<file path="config.mk">
export PLATFORM = sky130hd
export DESIGN_NAME = id_ex_stage
export DESIGN_NICKNAME = d
export VERILOG_FILES = /design/src/rtl/id_ex_stage.sv
export SDC_FILE = /design/constraint.sdc
export NUM_CORES = 1
export LEC_CHECK = 0
export ABC_AREA = 1
export CAP_MARGIN = 5
export CELL_PAD_IN_SITES_DETAIL_PLACEMENT = 0
export CELL_PAD_IN_SITES_GLOBAL_PLACEMENT = 1
export CORE_MARGIN = 2
export CORE_UTILIZATION = 29
export DETAILED_ROUTE_END_ITERATION = 8
export GPL_ROUTABILITY_DRIVEN = 0
export HOLD_SLACK_MARGIN = 0.08
export PLACE_DENSITY = 0.95
export SKIP_CTS_REPAIR_TIMING = 1
export SYNTH_ARGS = -nofsm -noshare
export SYNTH_HDL_FRONTEND = slang
export SYNTH_SLANG_ARGS = --single-unit
</file>
<file path="constraint.sdc">
create_clock -name clk -period 3.15 [get_ports clk]
set_input_delay 0.315 -clock clk [delete_from_list [all_inputs] [get_ports clk]]
set_output_delay 0.315 -clock clk [all_outputs]
set_load 0.02 [all_outputs]
</file>
<file path="src/rtl/id_ex_stage.sv">
`default_nettype none
// ============================================================================
//  Module   : id_ex_stage
//  Purpose  : ID/EX pipeline register of the 5-stage MIPS pipeline.
//             - Captures the ten decoder control outputs and the ID-stage
//               operands into the EX stage.
//             - Detects load-use hazards. A hazard stalls PC and IF/ID and
//               inserts one bubble.
//             - Inserts a bubble on flush.
//             - Keeps a saturating count of inserted bubbles.
//  Ports    : clk, rst_n (async, active-low)
//             decoder controls in      : RegDest .. Jump
//             ID operands in           : id_valid, id_pc4, id_rd1, id_rd2,
//                                        id_imm, id_rs, id_rt, id_rd
//             flush in                 : kill the ID instruction
//             ex_* out                 : registered controls, data, addresses
//             stall / pc_write / ifid_write out : hazard handshake upstream
//             bubble_cnt out           : saturating bubble counter
//  Revision : 1.0 - initial release
// ============================================================================
module id_ex_stage #(
    parameter int DATA_W = 32,
    parameter int REG_W  = 5,
    parameter int CNT_W  = 16
) (
    input  logic              clk,
    input  logic              rst_n,
    // decoder controls for the instruction in ID
    input  logic              RegDest,
    input  logic              Branch,
    input  logic              MemRead,
    input  logic              MemToReg,
    input  logic              ALUOp1,
    input  logic              ALUOp2,
    input  logic              MemWrite,
    input  logic              ALUSrc,
    input  logic              RegWrite,
    input  logic              Jump,
    // ID operands
    input  logic              id_valid,
    input  logic [DATA_W-1:0] id_pc4,
    input  logic [DATA_W-1:0] id_rd1,
    input  logic [DATA_W-1:0] id_rd2,
    input  logic [15:0]       id_imm,
    input  logic [REG_W-1:0]  id_rs,
    input  logic [REG_W-1:0]  id_rt,
    input  logic [REG_W-1:0]  id_rd,
    input  logic              flush,
    // EX-stage registered outputs
    output logic              ex_RegDest,
    output logic              ex_Branch,
    output logic              ex_MemRead,
    output logic              ex_MemToReg,
    output logic              ex_MemWrite,
    output logic              ex_ALUSrc,
    output logic              ex_RegWrite,
    output logic              ex_Jump,
    output logic [1:0]        ex_ALUOp,
    output logic              ex_valid,
    output logic [DATA_W-1:0] ex_pc4,
    output logic [DATA_W-1:0] ex_rd1,
    output logic [DATA_W-1:0] ex_rd2,
    output logic [DATA_W-1:0] ex_imm,
    output logic [REG_W-1:0]  ex_rs,
    output logic [REG_W-1:0]  ex_rt,
    output logic [REG_W-1:0]  ex_rd,
    // hazard handshake and debug
    output logic              stall,
    output logic              pc_write,
    output logic              ifid_write,
    output logic [CNT_W-1:0]  bubble_cnt
);

    // Control bundle order: RegDest, Branch, MemRead, MemToReg,
    //                       MemWrite, ALUSrc, RegWrite, Jump
    localparam int c_CTRL_W = 8;

    logic [c_CTRL_W-1:0] r_ctrl;
    logic [1:0]          r_aluop;
    logic                r_valid;
    logic [DATA_W-1:0]   r_pc4;
    logic [DATA_W-1:0]   r_rd1;
    logic [DATA_W-1:0]   r_rd2;
    logic [DATA_W-1:0]   r_imm;
    logic [REG_W-1:0]    r_rs;
    logic [REG_W-1:0]    r_rt;
    logic [REG_W-1:0]    r_rd;
    logic [CNT_W-1:0]    r_bubble_cnt;

    logic                w_stall;
    logic                w_bubble;
    logic                w_cnt_sat;
    logic [c_CTRL_W-1:0] w_id_ctrl;

    // Load-use hazard: the load in EX writes a register the ID instruction
    // reads. Register 0 is deliberately not exempted.
    assign w_stall = r_valid & r_ctrl[5] & id_valid &
                     ((r_rt == id_rs) | (r_rt == id_rt));

    // Flush and stall collapse into a single bubble.
    assign w_bubble  = flush | w_stall;
    assign w_cnt_sat = &r_bubble_cnt;

    assign w_id_ctrl = {RegDest, Branch, MemRead, MemToReg,
                        MemWrite, ALUSrc, RegWrite, Jump};

    always_ff @(posedge clk or negedge rst_n) begin
        if (!rst_n) begin
            r_ctrl       <= '0;
            r_aluop      <= '0;
            r_valid      <= 1'b0;
            r_pc4        <= '0;
            r_rd1        <= '0;
            r_rd2        <= '0;
            r_imm        <= '0;
            r_rs         <= '0;
            r_rt         <= '0;
            r_rd         <= '0;
            r_bubble_cnt <= '0;
        end else begin
            // Data and address fields are captured even for a bubble; with
            // controls and valid cleared they are simply ignored downstream.
            r_pc4 <= id_pc4;
            r_rd1 <= id_rd1;
            r_rd2 <= id_rd2;
            r_imm <= {{(DATA_W-16){id_imm[15]}}, id_imm};
            r_rs  <= id_rs;
            r_rt  <= id_rt;
            r_rd  <= id_rd;

            if (w_bubble) begin
                r_ctrl  <= '0;
                r_aluop <= '0;
                r_valid <= 1'b0;
                if (!w_cnt_sat) begin
                    r_bubble_cnt <= r_bubble_cnt + 1'b1;
                end
            end else begin
                // An empty ID slot travels as a bubble but is not counted.
                r_ctrl  <= id_valid ? w_id_ctrl : '0;
                r_aluop <= id_valid ? {ALUOp1, ALUOp2} : 2'b00;
                r_valid <= id_valid;
            end
        end
    end

    assign ex_RegDest  = r_ctrl[7];
    assign ex_Branch   = r_ctrl[6];
    assign ex_MemRead  = r_ctrl[5];
    assign ex_MemToReg = r_ctrl[4];
    assign ex_MemWrite = r_ctrl[3];
    assign ex_ALUSrc   = r_ctrl[2];
    assign ex_RegWrite = r_ctrl[1];
    assign ex_Jump     = r_ctrl[0];
    assign ex_ALUOp    = r_aluop;
    assign ex_valid    = r_valid;
    assign ex_pc4      = r_pc4;
    assign ex_rd1      = r_rd1;
    assign ex_rd2      = r_rd2;
    assign ex_imm      = r_imm;
    assign ex_rs       = r_rs;
    assign ex_rt       = r_rt;
    assign ex_rd       = r_rd;

    assign stall      = w_stall;
    assign pc_write   = ~w_stall;
    assign ifid_write = ~w_stall;
    assign bubble_cnt = r_bubble_cnt;

endmodule
`default_nettype wire
</file>
==> impl_metrics.json <==
{
  "outcome": "complete, no violations",
  "cts_buffer_depth": 2,
  "grt_pass1_vias": 3839,
  "layout_common_cells": "clkdlybuf4s50_1, dfrtp_1, nand2_1",
  "fin_crit_ps": 2441,
  "required_ps": 2830,
  "io_pins": 314,
  "rows": 47,
  "netlist_instances": 362,
  "reg2regPathDepth": 11,
  "globalRouteOverflowTotal": 0,
  "slew_viol_final": 0,
  "core_sq_um": 16520,
  "finalHoldViolCount": 0,
  "ys_async_sr_fraction_pct": 100.0,
  "cp_max_fo": 5,
  "yosysWarnings": 0,
  "ys_seq_area_share_pct": 78.79,
  "hold_depth": 1,
  "critical_path_arrival_ps": 2130,
  "num_vias": 3638,
  "synth-edff-count": 0,
  "ys_ff_latch": 154,
  "dieArea_sq_um": 17920,
  "timing.final.crit_share_pct": 77.49,
  "min_path_type": "in2reg",
  "dp_hpwl_mm": 11.59,
  "p_per_area_nw_per_um2": 580.6,
  "routedWlPerCell_microns": 15.93,
  "avgSynthCellArea_sq_um": 13.51,
  "start_util_pct": 29.60,
  "max-cap-violations": 0,
  "start_kind": "flip-flop",
  "clkSinkCount": 154,
  "antenna_found_initial": 1,
  "drive_gt1_share_pct": 6.957,
  "rsz0062_at_grt": "no",
  "nets": 819,
  "die-width_microns": 133.9,
  "area_delta_synth_final_pct": 80.17,
  "utilization_pct": 53.33,
  "drtPass1Iterations": 4,
  "drt_first_iter_violations": 135,
  "grt_usage_pct": 16.62,
  "maxSlewHeadroom_pct": 59.50,
  "cp-startpoint": "ex_rt[0]",
  "hp-start": "id_imm[8]",
  "hold_end": "ex_imm[8]",
  "setup_viol": 0,
  "worst_pin_slew_ps": 607.5,
  "grt_pass1_wl_mm": 21.98,
  "root_buffer": "clkbuf_16",
  "wl_mm": 14.51,
  "cp-end-kind": "primary output",
  "finClkSkew_ps": 10.93,
  "portBuffers": 313,
  "synth_cell_types": 23,
  "p_leak_nw": 3.883,
  "clkSlewWorstSetupHoldPaths_ps": 70,
  "r2r_slack_ps": 1300,
  "synth_area_sq_um": 4891,
  "setup_tns_ps": 0,
  "clock.fmax_ghz": 0.4097,
  "cts_tree": "done",
  "synthesis.nets": 504,
  "ir_drop_v": 0.0003357,
  "r2r_start": "ex_rt[0]",
  "critPathKind": "reg2out",
  "reg2reg_to": "bubble_cnt[3]",
  "h-tree-depth": 4,
  "grt_start_max_net_pins": 67,
  "drcViolationCount": 0,
  "antenna_left": 0,
  "final_common_cell": "clkdlybuf4s50_1",
  "die_y_microns": 133.9,
  "clock_latency_ps": 420,
  "via_per_inst": 3.993,
  "ys.flop_type": "dfrtp_1",
  "tritoncts.num_buffers": 17
}
[final cells by class]
class | instances | area (sq um)
diodes | 1 | 2.502
repair buffers | 319 | 3182
fillers | 1410 | 7712
clock inverters | 15 | 214.0
inverters | 25 | 95.09
multi-input cells | 160 | 764.5
flip-flops and latches | 154 | 3854
well taps | 220 | 275.3
clock buffers | 17 | 425.4
[synth_stat cells (2+ instances only)]
cell,n,area [sq um]
nand2_1,79,296.5
nor3_1,2,10.01
xor2_1,8,70.07
nand3_1,23,115.1
inv_1,23,86.33
buf_6,3,33.78
buf_4,18,135.1
nand2_2,3,18.77
nand4_1,2,12.51
nor3_2,2,20.02
xnor2_1,6,52.55
nor2_1,29,108.9
dfrtp_1,154,3854
[kinds of logic (layout without fill, tap and decap cells)]
logic type	after synthesis	after routing	synth area share [%]
fa+ha+maj	1	1	0.2558
flops	154	154	78.79
simple gates	144	144	12.74
xor+xnor	14	14	2.507
other cells	0	1	0
buf+inv	48	376	5.576
compound gates	1	1	0.1280
[power by group]
part / internal, mW / switching, mW
Sequential: 2.09 / 0.0818
Clock: 1.29 / 0.887
Combinational: 0.410 / 0.353
Total: 3.80 / 1.32
[per-stage QoR]
step	total power, mW	instance area [sq um]	cells	worst slack [ps]	hold WS [ps]
2_1_floorplan	2.473	4891	362	1555	19.41
3_3_place_gp	2.966	8160	877	797.4	335.8
3_5_place_dp	2.981	8160	877	757.9	341.8
4_1_cts	5.192	8800	909	654.7	-116.7
5_1_grt	5.344	8812	911	567.0	303.3
6_report	5.116	8812	911	709.2	328.1
[worst max-delay path, stage by stage (launching register included)]
cell and delay [ps]:
dfrtp_1 450, nand2_1 80, inv_1 60, nor2_1 40
nor2_1 110, nand3_1 90, nand2_1 120, nand2_2 100
inv_1 60, clkdlybuf4s50_1 590
[state kept, by name, summed over array words and instances (netlist names)]
register and count:
ex_ALUOp 2, ex_imm 16, ex_rd1 32, ex_rt 5
ex_rs 5, ex_rd 5, bubble_cnt 16, r_ctrl 8
ex_valid 1, ex_pc4 32, ex_rd2 32
[worst max path at each step]
stage                                end  slack, ps  cells after the start
final                              stall        710                      9
after global routing               stall        570                      9
after CTS                          stall        650                      9
after detailed placement           stall        760                     10
after global placement             stall        800                     10
after floorplan           bubble_cnt[11]       1560                      9
[per-layer routing]
metal  global-route usage (%)  wire (microns)  vias up
met3                    6.047            1223       22
met4                    7.210             328        0
met5                        0               0        -
met2                    30.11            7770      178
li1                         -               -     1738
met1                    17.25            5188     1700
No activity file was read; power rests on OpenSTA's default activity.
